<file path="src/rtl/id_entry.sv">
// Keypad front end: synchronizes and debounces the raw key strobe, then
// assembles a fixed-length BCD ID and raises id_typed once it is confirmed.
module id_entry #(
  parameter int DIGITS          = 4,
  parameter int DEBOUNCE_CYCLES = 50000
) (
  input  logic                         clk,
  input  logic                         rst,
  input  logic                         enable,
  input  logic                         key_press,
  input  logic [3:0]                   key_code,
  input  logic                         time_max_id,
  output logic                         id_typed,
  output logic [4*DIGITS-1:0]          id_value,
  output logic [$clog2(DIGITS+1)-1:0]  digit_count,
  output logic                         entry_error
);

  localparam int CW = $clog2(DEBOUNCE_CYCLES + 1);
  localparam int NW = $clog2(DIGITS + 1);
  localparam int IW = 4 * DIGITS;
  localparam logic [CW-1:0] CNT_LAST = CW'(DEBOUNCE_CYCLES - 1);
  localparam logic [NW-1:0] FULL     = NW'(DIGITS);

  typedef enum logic [1:0] {IDLE, COLLECT, DONE} state_t;

  logic          press_s1_q, press_s2_q;
  logic [3:0]    code_s1_q, code_s2_q;
  logic [1:0]    settle_q, settle_d;
  logic [CW-1:0] cnt_q, cnt_d;
  logic          db_q, db_d;
  logic          arm_q, arm_d;
  logic          evt_q, evt_d;
  logic [3:0]    evt_code_q, evt_code_d;
  state_t        state_q;

  // Synchronizer stage
  always_ff @(posedge clk) begin
    if (rst) begin
      press_s1_q <= 1'b0;
      press_s2_q <= 1'b0;
      code_s1_q  <= 4'h0;
      code_s2_q  <= 4'h0;
    end else begin
      press_s1_q <= key_press;
      press_s2_q <= press_s1_q;
      code_s1_q  <= key_code;
      code_s2_q  <= code_s1_q;
    end
  end

  // Debounce stage. The arm flag keeps a key already held through reset from
  // producing an event: it is set only once the settled synced level is seen low.
  always_comb begin
    cnt_d      = cnt_q;
    db_d       = db_q;
    arm_d      = arm_q;
    evt_d      = 1'b0;
    evt_code_d = evt_code_q;
    settle_d   = {settle_q[0], 1'b1};
    if (press_s2_q == db_q) begin
      cnt_d = '0;
    end else if (cnt_q == CNT_LAST) begin
      cnt_d      = '0;
      db_d       = ~db_q;
      evt_d      = ~db_q & arm_q;
      evt_code_d = code_s2_q;
    end else begin
      cnt_d = cnt_q + CW'(1);
    end
    if (settle_q[1] && !press_s2_q && !db_q)
      arm_d = 1'b1;
  end

  always_ff @(posedge clk) begin
    if (rst) begin
      settle_q   <= 2'b00;
      cnt_q      <= '0;
      db_q       <= 1'b0;
      arm_q      <= 1'b0;
      evt_q      <= 1'b0;
      evt_code_q <= 4'h0;
    end else begin
      settle_q   <= settle_d;
      cnt_q      <= cnt_d;
      db_q       <= db_d;
      arm_q      <= arm_d;
      evt_q      <= evt_d;
      evt_code_q <= evt_code_d;
    end
  end

  // Entry FSM stage
  always_ff @(posedge clk) begin
    if (rst) begin
      state_q     <= IDLE;
      id_typed    <= 1'b0;
      id_value    <= '0;
      digit_count <= '0;
      entry_error <= 1'b0;
    end else begin
      entry_error <= 1'b0;
      if (!enable || (time_max_id && state_q != IDLE)) begin
        state_q     <= IDLE;
        id_typed    <= 1'b0;
        id_value    <= '0;
        digit_count <= '0;
      end else begin
        case (state_q)
          IDLE: state_q <= COLLECT;
          COLLECT: begin
            if (evt_q) begin
              if (evt_code_q <= 4'd9) begin
                if (digit_count != FULL) begin
                  id_value    <= (id_value << 4) | IW'(evt_code_q);
                  digit_count <= digit_count + NW'(1);
                end else begin
                  entry_error <= 1'b1;
                end
              end else if (evt_code_q == 4'hA) begin
                id_value    <= '0;
                digit_count <= '0;
              end else if (evt_code_q == 4'hB) begin
                if (digit_count == FULL) begin
                  state_q  <= DONE;
                  id_typed <= 1'b1;
                end else begin
                  entry_error <= 1'b1;
                end
              end
            end
          end
          DONE:    state_q <= DONE;
          default: state_q <= IDLE;
        endcase
      end
    end
  end

endmodule
</file>
<file path="config.mk">
export PLATFORM = sky130hd
export DESIGN_NAME = id_entry
export DESIGN_NICKNAME = d
export VERILOG_FILES = /design/src/rtl/id_entry.sv
export SDC_FILE = /design/constraint.sdc
export NUM_CORES = 1
export LEC_CHECK = 0
export ABC_AREA = 1
export BUFFER_PORTS_ARGS = -buffer_cell sky130_fd_sc_hd__buf_2
export CAP_MARGIN = 20
export CORE_UTILIZATION = 55
export DETAILED_ROUTE_END_ITERATION = 7
export GPL_TIMING_DRIVEN = 0
export PLACE_DENSITY = 0.75
export SYNTH_ARGS = -nofsm -noshare
export SYNTH_HDL_FRONTEND = slang
export SYNTH_SLANG_ARGS = --single-unit
</file>
<file path="constraint.sdc">
create_clock -name clk -period 1.8 [get_ports clk]
set_clock_uncertainty 0.1 [all_clocks]
set_input_delay 0.09 -clock clk [delete_from_list [all_inputs] [get_ports clk]]
set_output_delay 0.09 -clock clk [all_outputs]
set_load 0.01 [all_outputs]
</file>
# Word-level counts from Yosys, hierarchy flattened
# Cells that the tools add are included.
[word_totals] regBits=58 inputBits=9 out_inout_bits=21 elab_cells=78
[classes] addsub=2 magnitude_cmp=1 n_eq_ne=14 mux=18 n_bitwise=9 n_reduce_logical=18
[ops] cell="$mux 16" count=3
[ops] cell="$add 16x1->16 const B" count=1
[ops] cell="$eq 16x16->1 const B" count=1
[ops] cell="$or 16x4->16" count=1
[ops] cell="$mux 2" count=5
[ops] cell="$ne 2x2->1 const B" count=5
[ops] cell="$mux 3" count=3
[ops] cell="$eq 4x4->1 const B" count=2
[ops] cell="$not 1->1" count=7
[ops] cell="$mux 1" count=6
[ops] cell="$pmux 2 s3" count=1
[ops] cell="$reduce_and 6->1" count=1
[ops] cell="$reduce_or 3->1" count=2
[ops] cell="$reduce_and 5->1" count=1
[ops] cell="$le 4x4->1 const B" count=1
[ops] cell="$reduce_and 4->1" count=1
[ops] cell="$reduce_bool 2->1" count=2
[ops] cell="$reduce_or 4->1" count=1
[ops] cell="$add 3x1->3 const B" count=1
[ops] cell="$eq 3x3->1 const B" count=1
[ops] cell="$logic_and 1x1->1" count=3
[ops] cell="$logic_not 1->1" count=3
[ops] cell="$ne 3x3->1 const B" count=1
[ops] cell="$eq 2x1->1 const B" count=1
[ops] cell="other kinds (8)" count=8

# Depth between registers and ports, before layout
[logic_depth] depth_word=7 mapped_depth=9

# Worst setup path after synthesis
# Ideal clock, no wire load.
[synth_timing] path_type="register to register" start="register digit_count[0]" end="register id_value[10]" arrival_time_ns=1.356 required_time_ns=1.576 slack_ns=0.220 path_stages_with_launch=10 synth_period_minus_slack_ns=1.580 cell_sequence="dfxtp_1 -> inv_1 -> ha_1 -> nand2_2 -> inv_1 -> nand2_4 -> nand3_4 -> buf_12 -> nand2_2 -> a21oi_2"
[synth_via] elab_chain_cells=3
[synth_lines] item="from (decl)" line_no="15" source="output logic [$clog2(DIGITS+1)-1:0] digit_count,"
[synth_lines] item="from (signal assigned)" line_no="116" source="digit_count <= digit_count + NW'(1);"
[synth_lines] item="$ne 3x3->1" line_no="114" source="if (digit_count != FULL) begin"
[synth_lines] item="$ne 2x1->1 (no source line)"
[synth_lines] item="$reduce_and 4->1 (no source line)"
[synth_lines] item="to (signal assigned)" line_no="115" source="id_value <= (id_value << 4) | IW'(evt_code_q);"
[synth_lines] item="to (decl)" line_no="14" source="output logic [4*DIGITS-1:0] id_value,"
# No other way between the ends.
# A chain may end at the register's enable or synchronous reset.

# Worst setup path in the final report
[layout_timing] start="register cnt_q[0]" end="register cnt_q[11]"
[layout_via] elab_chain_cells=2 elab_cells_between_ends=3
[layout_lines] item="from (decl)" line_no="30" source="logic [CW-1:0] cnt_q, cnt_d;"
[layout_lines] item="from (signal assigned)" line_no="85" source="cnt_q <= cnt_d;"
[layout_lines] item="branches (longest 2 deep; another with $add 16x1->16)"
# Several ways; the timed one is not identified.

==> impl_metrics.tcl <==
set metrics [dict create \
    period_share_pct 92.6 \
    syn_to_final_growth_pct 18.7 \
    placeableCoreArea_um2 4380 \
    hold_viol_final 0 \
    global_route.usage.total_pct 22.1 \
    status "completed" \
    clk_pin_slew_ps 60 \
    most_common_library_cell_in_the_layout_ignoring_fill_and_taps "sky130_fd_sc_hd__dfxtp_1" \
    cts_made_buffers 9 \
    port_buffers 29 \
    ys_top_cells_by_area "sky130_fd_sc_hd__dfxtp_1, sky130_fd_sc_hd__nor2_1, sky130_fd_sc_hd__nand2_1" \
    setup-violations-final 0 \
    detail_route.wl_per_cell_um 11.2 \
    met2_length_um 2190 \
    cp.arrival_ps 1790 \
    htree_num_levels 3 \
    ys.warnings.count 0 \
    ys_types 29 \
    cts_setup_buffers 0 \
    reg2reg_setup_slack_ps 130 \
    tritoncts_num_sinks 58 \
    netlist.area_leader.share_pct 45.9 \
    peakVddDrop_uv 582 \
    post_route_cells_drive_above_1_share_pct 22.1 \
    dieHeight_um 69.8 \
    net_count_after_synthesis 338 \
    diodes 0 \
    timing.fmax_mhz 600 \
    clock_latency_ps 340 \
    worstSetupPathType "flop to flop" \
    drt-pass1-iter-count 4 \
    worst_setup_path_start_kind "flop" \
    holdPathEnd "id_typed" \
    final-max-slew-violation-count 0 \
    slew_headroom_pct 71.4 \
    route.met3.wl_um 181 \
    fp-row-count 24 \
    global_route.overflow_total 0 \
    synth.yosys.seq_area_share_pct 45.9 \
    routedLengthMet1_um 2320 \
    via_count_of_the_first_global_routing_pass 1987 \
    power.leakage_nw 1.23 \
    cts_tree "built" \
    layout.nets 385 \
    mostFrequentLayoutCells "sky130_fd_sc_hd__dfxtp_1, sky130_fd_sc_hd__nor2_1, sky130_fd_sc_hd__nand2_1, sky130_fd_sc_hd__inv_1, sky130_fd_sc_hd__buf_2" \
    finalCriticalPeriod_ps 1670 \
    cellPowerDensity_nw_per_um2 838 \
    tightestPinTransition_ps 426 \
    antenna_found_initial 0 \
    cts-root-buf "sky130_fd_sc_hd__clkbuf_8" \
    grt_start_max_net_pins 11 \
    average_footprint_of_a_synthesized_cell_um2 7.81 \
    timing.hold.worst_path_depth 5 \
    route.top_layer_used "met4" \
    rr_endpoint "cnt_q[11]" \
    r2r.worst_path.cells 7 \
    design_power_total_w 0.00252 \
    first_pass_grt_wire_length_um 8420 \
    vias_per_cell 4.99 \
    netlist_instances 324 \
    start_util_pct 57.7 \
    worst_ep_required_time_ps 1920 \
    cts_max_path_buffers 2 \
    dp_hpwl_um 3280 \
    worst_r2r_startpoint "cnt_q[0]" \
    vias 2130 \
    synth_top_cell_by_area "sky130_fd_sc_hd__dfxtp_1" \
    number_of_design_rule_violations_left_after_detail_routing 0 \
    endpoint_kind "flop" \
    worstHoldStart "time_max_id" \
    routed_wirelength_um 4790 \
    setup_total_negative_slack_ps 0 \
    crit_fanout 10 \
    fp.dieArea_um2 4870 \
    yosys_register_bits 58 \
    drt.antenna.violating_nets 0 \
    io_pins 30 \
    syn-cell-area_um2 2530 \
    drtIter0Drc 103 \
    min_path_type "input port to flop" \
    globalplace.congestion 0.828 \
    cap_viol_max_count 0 \
    die_width_um 69.8 \
]
## flip-flops by register name, summed over array words and instances (netlist names), 2 cells and up
name and count:
cnt_q 16, id_value 16, code_s1_q 4, code_s2_q 4, evt_code_q 4, digit_count 3, settle_q 2, state_q 2
## layout make-up
cell class,count,area (um2)
Fill cell,376,1380
Sequential cell,58,1160
Multi-Input combinational cell,212,1140
Timing Repair Buffer,36,215
Inverter,45,169
Clock buffer,9,124
Buffer,9,70.1
Tap cell,52,65.1
Clock inverter,6,58.8
## timing repair
| item | 4_1_cts | 5_1_grt |
|---|---|---|
| endpoints found under the setup margin | 0 | 20 |
| hold buffers | 7 | 0 |
| hold endpoints to repair | 8 | 0 |
| gates resized for setup | 0 | 4 |
## per-stage QoR
step,hold WS [ps],setup slack (ps),cell area (um2),utilization (%),cells
finish,52.3,133,3000,68.5,427
global route,72.2,-2.24,3000,68.5,427
CTS,39.4,72.1,2990,68.3,427
detailed placement,199,92.1,2740,62.5,405
global placement,190,139,2740,62.5,405
floorplan,61.2,220,2530,-,324
## kinds of logic after synthesis
family | synth area share [%]
flip-flops | 45.9
AO/OA/AOI/OAI | 8.65
XOR/XNOR | 2.08
buffers and inverters | 9.40
AND/OR/NAND/NOR | 31.5
adder cells (fa/ha/maj) | 2.47
## Yosys cell counts
library cell               number
sky130_fd_sc_hd__a211oi_1       1
sky130_fd_sc_hd__a21oi_1       17
sky130_fd_sc_hd__a21oi_2       10
sky130_fd_sc_hd__buf_12         1
sky130_fd_sc_hd__buf_2          3
sky130_fd_sc_hd__buf_4          2
sky130_fd_sc_hd__buf_6          1
sky130_fd_sc_hd__clkbuf_1       2
sky130_fd_sc_hd__dfxtp_1       58
sky130_fd_sc_hd__ha_1           5
sky130_fd_sc_hd__inv_1         45
sky130_fd_sc_hd__nand2_1       50
sky130_fd_sc_hd__nand2_2       12
sky130_fd_sc_hd__nand2_4        1
sky130_fd_sc_hd__nand3_1        9
sky130_fd_sc_hd__nand3_2        1
sky130_fd_sc_hd__nand3_4        1
sky130_fd_sc_hd__nand4_1       26
sky130_fd_sc_hd__nor2_1        54
sky130_fd_sc_hd__nor2_2         2
sky130_fd_sc_hd__nor3_1         8
sky130_fd_sc_hd__nor3_2         2
sky130_fd_sc_hd__o21a_1         1
sky130_fd_sc_hd__o21ai_0        3
sky130_fd_sc_hd__o21ai_4        1
sky130_fd_sc_hd__or2_0          1
sky130_fd_sc_hd__or2_2          1
sky130_fd_sc_hd__xnor2_1        2
sky130_fd_sc_hd__xor2_1         4
## per-layer routing
metal	track usage (%)	vias up
met5	0	-
met1	27.2	942
met3	5.52	10
met2	34.8	39
met4	13.1	0
li1	-	1139
## report_power, final
part	total, W	switching [W]	leakage [nW]	internal (W)
Sequential	0.00131	0.00000689	0.470	0.00130
Combinational	0.0000840	0.0000482	0.663	0.0000357
Clock	0.00112	0.000501	0.0986	0.000623
Total	0.00252	0.000556	1.23	0.00196
## critical path, cell delays in order (launching register included)
cell and delay (ps):
sky130_fd_sc_hd__dfxtp_1 360, sky130_fd_sc_hd__ha_1 200, sky130_fd_sc_hd__nand3_1 160, sky130_fd_sc_hd__nor2_2 210
sky130_fd_sc_hd__nand3_2 170, sky130_fd_sc_hd__nand2_4 150, sky130_fd_sc_hd__buf_6 150, sky130_fd_sc_hd__nor2_1 50
## how the worst max path moves through the flow
stage,from,to,slack [ps]
floorplan,digit_count[0],id_value[10],220
global placement,digit_count[0],id_value[7],140
detailed placement,digit_count[0],id_value[9],90
CTS,digit_count[0],id_value[9],70
global route,cnt_q[0],cnt_q[10],-2
finish,cnt_q[0],cnt_q[11],130
Note: power is estimated with default switching activity, not from simulation.
